===== config.mk =====
export PLATFORM = sky130hd
export DESIGN_NAME = imm_ext_pipe
export DESIGN_NICKNAME = d
export VERILOG_FILES = /design/src/rtl/imm_ext_pipe.sv
export SDC_FILE = /design/constraint.sdc
export NUM_CORES = 1
export LEC_CHECK = 0
export ABC_AREA = 1
export CAP_MARGIN = 20
export CELL_PAD_IN_SITES_DETAIL_PLACEMENT = 0
export CELL_PAD_IN_SITES_GLOBAL_PLACEMENT = 2
export CORE_ASPECT_RATIO = 1.4
export CORE_MARGIN = 8
export CORE_UTILIZATION = 33
export DETAILED_ROUTE_END_ITERATION = 10
export PLACE_DENSITY = 0.91
export SKIP_CTS_REPAIR_TIMING = 1
export SYNTH_ARGS = -nofsm -noshare
export SYNTH_HDL_FRONTEND = slang
export SYNTH_SLANG_ARGS = --single-unit

===== constraint.sdc =====
create_clock -name clk -period 5.2 [get_ports clk]
set_input_delay 1.56 -clock clk [delete_from_list [all_inputs] [get_ports clk]]
set_output_delay 1.56 -clock clk [all_outputs]
set_load 0.05 [all_outputs]

===== src/rtl/imm_ext_pipe.sv =====
// Immediate extension stage with a 2-entry in-order result buffer.
// Results are computed at accept time; the head entry is presented from a registered copy.
module imm_ext_pipe #(
  parameter int IN_W  = 16,
  parameter int OUT_W = 32
) (
  input  logic             clk,
  input  logic             reset,
  input  logic             in_valid,
  output logic             in_ready,
  input  logic [IN_W-1:0]  imm,
  input  logic [2:0]       mode,
  output logic             out_valid,
  input  logic             out_ready,
  output logic [OUT_W-1:0] out_data,
  output logic             out_err,
  output logic             err_sticky
);

  localparam int PAD = OUT_W - IN_W;

  localparam logic [2:0] MODE_SEXT = 3'd0;
  localparam logic [2:0] MODE_ZEXT = 3'd1;
  localparam logic [2:0] MODE_LUI  = 3'd2;
  localparam logic [2:0] MODE_BR   = 3'd3;
  localparam logic [2:0] MODE_JMP  = 3'd4;

  logic [OUT_W-1:0] r_data [2];
  logic             r_err  [2];
  logic             r_head;
  logic             r_tail;
  logic [1:0]       r_count;
  logic [OUT_W-1:0] r_out_data;
  logic             r_out_err;
  logic             r_sticky;

  logic [OUT_W-1:0] w_sext;
  logic [OUT_W-1:0] w_zext;
  logic [OUT_W-1:0] w_result;
  logic             w_illegal;
  logic             w_push;
  logic             w_pop;
  logic             w_head_next;
  logic             w_bypass;
  logic [1:0]       w_count_next;

  always_comb begin
    w_sext    = {{PAD{imm[IN_W-1]}}, imm};
    w_zext    = {{PAD{1'b0}}, imm};
    w_result  = '0;
    w_illegal = 1'b0;
    case (mode)
      MODE_SEXT: w_result = w_sext;
      MODE_ZEXT: w_result = w_zext;
      MODE_LUI:  w_result = {imm, {PAD{1'b0}}};
      MODE_BR:   w_result = w_sext << 2;
      MODE_JMP:  w_result = w_zext << 2;
      default:   w_illegal = 1'b1;
    endcase
  end

  assign in_ready   = (r_count != 2'd2);
  assign out_valid  = (r_count != 2'd0);
  assign out_data   = r_out_data;
  assign out_err    = r_out_err;
  assign err_sticky = r_sticky;

  assign w_push      = in_valid && in_ready;
  assign w_pop       = out_valid && out_ready;
  assign w_head_next = r_head ^ w_pop;
  // The entry becoming head this edge is the one being written right now
  assign w_bypass    = w_push && (r_tail == w_head_next);

  always_comb begin
    w_count_next = r_count;
    if (w_push && !w_pop) begin
      w_count_next = r_count + 2'd1;
    end else if (!w_push && w_pop) begin
      w_count_next = r_count - 2'd1;
    end
  end

  always_ff @(posedge clk or posedge reset) begin
    if (reset) begin
      r_data[0]  <= '0;
      r_data[1]  <= '0;
      r_err[0]   <= 1'b0;
      r_err[1]   <= 1'b0;
      r_head     <= 1'b0;
      r_tail     <= 1'b0;
      r_count    <= 2'd0;
      r_out_data <= '0;
      r_out_err  <= 1'b0;
      r_sticky   <= 1'b0;
    end else begin
      if (w_push) begin
        r_data[r_tail] <= w_result;
        r_err[r_tail]  <= w_illegal;
        r_tail         <= ~r_tail;
      end
      if (w_pop) begin
        r_head <= ~r_head;
      end
      r_count <= w_count_next;
      // When the buffer drains, the output register keeps its last value
      if (w_count_next != 2'd0) begin
        r_out_data <= w_bypass ? w_result  : r_data[w_head_next];
        r_out_err  <= w_bypass ? w_illegal : r_err[w_head_next];
      end
      if (w_push && w_illegal) begin
        r_sticky <= 1'b1;
      end
    end
  end

endmodule


# Word level (Yosys, flattened, before mapping)
# Index checks and enable logic that the tools add are counted.
# totals
regBits,104
# classes
addsub,2
order_cmp,3
eq_ne,6
n_mux,18
bitwise,5
reduce_logical,13
# op_table
operator,n
two-way mux 32 bit,5
one-hot mux 32 bit (5 select lines),1
bitwise mux 64 bit,1
demux 32 bit (select 1 bit),1
logical AND 1 bit,7
== test 3 x 2 -> 1 bit (second input constant),2
two-way mux 1 bit,6
OR reduction 5 bit,1
greater-or-equal comparator 2 bit (second input constant),2
two-way mux 2 bit,2
NOT 1 -> 2 bit,2
nonzero test 2 bit,2
== test 3 x 1 -> 1 bit (second input constant),1
== test 3 bit (second input constant),1
zero test 3 bit,1
adder 2 x 1 -> 2 bit (second input constant),1
bitwise mux 2 bit,1
zero test 1 bit,2
< comparator 2 x 1 -> 1 bit (second input constant),1
inequality test 2 bit (second input constant),1
NOT 1 bit,2
subtractor 2 x 1 -> 2 bit (second input constant),1
demux 1 bit (select 1 bit),1
== test 1 bit,1
bitwise XOR 1 bit,1

# Depth between registers and ports, before layout
# logic_depth
ltp_word,8
mapped_depth,14
mapped_depth_nobuf,13

# Least setup slack after synthesis
# OpenSTA, ideal clock, no wires.
# synth_path
path_type,in2reg
start,input mode[2]
end,"register r_out_data[10], in the netlist out_data[10]"
t_arrival_ps,2501
setup_slack_ps,2632
stages,10
cell_sequence,buf_4 > inv_1 > buf_2 > buf_4 > nand4_1 > nand3_1 > nand3_1 > nand2_1 > nand2_1 > nand2_1
# synth_between
elab_chain_len,3
# synth_lines
item,line,source
start: declaration,12,"input logic [2:0] mode,"
"== test 3 bit, or another cell as far along",52,case (mode)
one-hot mux 32 bit (5 select lines) *,52,
two-way mux 32 bit *,107,r_out_data <= w_bypass ? w_result : r_data[w_head_next];
end signal: assignment,107,
end: declaration,33,logic [OUT_W-1:0] r_out_data;
# Every way passes the cells marked *; elsewhere a longest branch is shown, timed or not.
# A chain may end at the register's enable or synchronous reset.

# Worst setup path after layout
# layout_path
start,input mode[1]
end,register r_data[60] (netlist name)
# layout_between
elab_chain_len,3
# layout_lines
item,line,source
"== test 3 bit, or another cell as far along",52,
one-hot mux 32 bit (5 select lines) *,52,
bitwise mux 64 bit *,97,r_data[r_tail] <= w_result;
end signal: indexed assignment,97,
end: declaration,28,logic [OUT_W-1:0] r_data [2];
# Marked as above.

==> metrics <==
PnR worst setup slack between 1.5 and 2 ns; layout net count 830; period utilisation layout 0.695; dpl ws ~1.3 ns; r2r setup slk about 2.7 ns; I/O Buffers 58; CTS root buffer clkbuf_16; endpoints failing setup 0; Cell Pwr Density approximately 630 nW/um^2; Mapped Nets 797; final hold slack roughly 0.48 ns; Area growth syn-to-layout 16.9%; die footprint 21400 um^2; CP max stage cell clkdlybuf4s50_1; final hold vios 0; first-pass detailed-route iteration total 5; die extent in x ~130 um; routed length on met2 just over 8000 um; Post-Syn Area per Cell ~7.3 um^2; Total Neg Setup Slack 0 ns; clock skew about 0.0095 ns; post-synthesis sequential area ratio 0.465; Post-DP HPWL about 11000 um; WS Path Type input pin to flip-flop; DR vias 4976; Initial Util 0.336; final worst path period need ~3.6 ns; GPL Wtd Cong between 0.7 and 0.8; CTS Buffer Depth 2; Syn Inst Count 772; Worst Max-Slew Pin Slew a little over 1 ns; CP peak stage delay approximately 1 ns; CP required 5.45 ns; vias per cell 4.91; Worst path most repeated cell o21ai_0; total chip power around 4 mW; Yosys reg bits ~100; Slew HR 0.316; initial antenna violation count 1; worst path bufs/invs 2; max frequency 0.277 GHz; fraction of layout cells with a size suffix above 1 0.0569; WL met1 between 7000 and 8000 um; non-filler instance count after layout approximately 1000; Cell variety after synth 24; placed cell area 6230 um^2; gr ovfl total 0; fin util 0.392; DR DRC count 0; Startpoint Class input pin; CP endpoint kind flip-flop; Top Metal Used met4; H-tree levels 3; Max IR drop VDD about 220 uV; Core Area roughly 17000 um^2; CP cell instances clkdlybuf4s50_1, nand3_1, o21ai_0, inv_1, o21ai_0; Clk Latency, worst-skew pair about 0.35 ns; vias in the first global route between 5000 and 6000; area of the mapped netlist between 5000 and 6000 um^2; maxcap violations 0; CTS Sinks about 100; first-pass GRT wire length 27400 um; status completed; CTS tree yes; fin. max-slew vios 0; RSZ-0062 raised after global routing no; die height about 170 um; met3 WL approximately 550 um; Crit path arrival time 3.86 ns; Synth Warn # 0; critical path peak fanout 23; pin count of the biggest net entering global routing between 60 and 70; FP Rows 56; total CTS buffers 9; DR iter-0 viols approximately 330; I/O pin count between 50 and 60; antenna-violating nets left 0; Static Leak roughly 3.3 nW; Finished Cell Area roughly 6500 um^2; Clk pin slew, worst setup/hold paths 0.07 ns; min-delay worst type flip-flop to flip-flop; final wirelength 16500 um; dpl cells 997; cell family with most CP delay buffers and inverters; final routed wire length divided by cell count 16.3 um; GRT Total Usage 0.160
## synth_stat cells
cell | n | area, um^2
nor2_8 | 1 | 20.0
buf_6 | 5 | 56.3
buf_2 | 16 | 80.1
inv_1 | 61 | 229
o21ai_0 | 75 | 375
nand2_4 | 3 | 33.8
dfrtp_1 | 104 | 2600
nand4_1 | 18 | 113
inv_2 | 6 | 22.5
nand3_2 | 1 | 10.0
o21ai_1 | 6 | 30.0
nor2_1 | 8 | 30.0
a21o_1 | 1 | 7.51
buf_4 | 14 | 105
and2_1 | 1 | 6.26
nand2_2 | 3 | 18.8
buf_1 | 2 | 7.51
ha_1 | 2 | 25.0
inv_4 | 1 | 6.26
nand2_1 | 322 | 1210
nand3_1 | 108 | 541
clkbuf_1 | 11 | 41.3
nor2_2 | 1 | 6.26
nor2_4 | 2 | 22.5
## flip-flops by register name, indices dropped and copies added (netlist names)
signal / cells
r_err: 2
r_count: 2
r_head: 1
r_data: 64
out_err: 1
r_tail: 1
out_data: 32
err_sticky: 1
## logic make-up (layout without fill, tap and decap cells)
logic type | after synthesis | in the layout | synth area share
and+or+nand+nor | 468 | 468 | 0.359
buffers and inverters | 116 | 153 | 0.0979
DFF | 104 | 104 | 0.465
AOI/OAI and AO/OA | 82 | 82 | 0.0738
adders and majority gates | 2 | 2 | 0.00447
other | 0 | 1 | 0
## where the power goes
part	internal, mW	leakage (nW)	switching, mW
sequential	1.15	1.36	0.170
clock	0.411	0.148	0.301
combinational	0.588	1.83	1.48
total	2.15	3.34	1.95
## final timing paths
| path | to | startpoint | depth (start not counted) |
|---|---|---|---|
| setup / recovery | r_data[60]$_DFFE_PP0P_ | mode[1] | 5 |
| hold / removal | err_sticky$_DFFE_PP0P_ | err_sticky$_DFFE_PP0P_ | 1 |
| setup reg to reg | out_data[15]$_DFFE_PP0P_ | r_count[0]$_DFF_PP0_ | 13 |
| hold reg to reg | err_sticky$_DFFE_PP0P_ | err_sticky$_DFFE_PP0P_ | 1 |
| max in group asynchronous | r_data[34]$_DFFE_PP0P_ | reset | 3 |
| min in group asynchronous | r_count[0]$_DFF_PP0_ | reset | 2 |
## cell type report
type / instances / area [um^2]
antenna: 1 / 2.50
clock buffer: 13 / 270
clock inverter: 2 / 37.5
fill: 1809 / 10100
inverter: 68 / 260
multi-input combinational: 552 / 2450
sequential: 104 / 2600
tap: 203 / 254
timing repair buffer: 70 / 671
## cells in the final DEF, fill, tap and decap left out
cell	count
nand2_1	322
nand3_1	108
dfrtp_1	104
o21ai_0	75
inv_1	59
clkdlybuf4s50_1	58
nand4_1	18
buf_4	12
clkbuf_16	9
nor2_1	8
inv_2	7
o21ai_1	6
nand2_4	3
nand2_2	3
clkbuf_8	3
inv_4	2
nor2_4	2
ha_1	2
diode_2	1
nor2_8	1
nand3_2	1
nor2_2	1
a21o_1	1
and2_1	1
clkbuf_1	1
clkinvlp_4	1
bufinv_16	1
## routing by layer
metal	global-route usage	up-vias
met5	0	-
met3	0.0229	14
met4	0.0525	0
met2	0.279	95
met1	0.200	2356
li1	-	2511
Power figures use the tool's default switching activity.
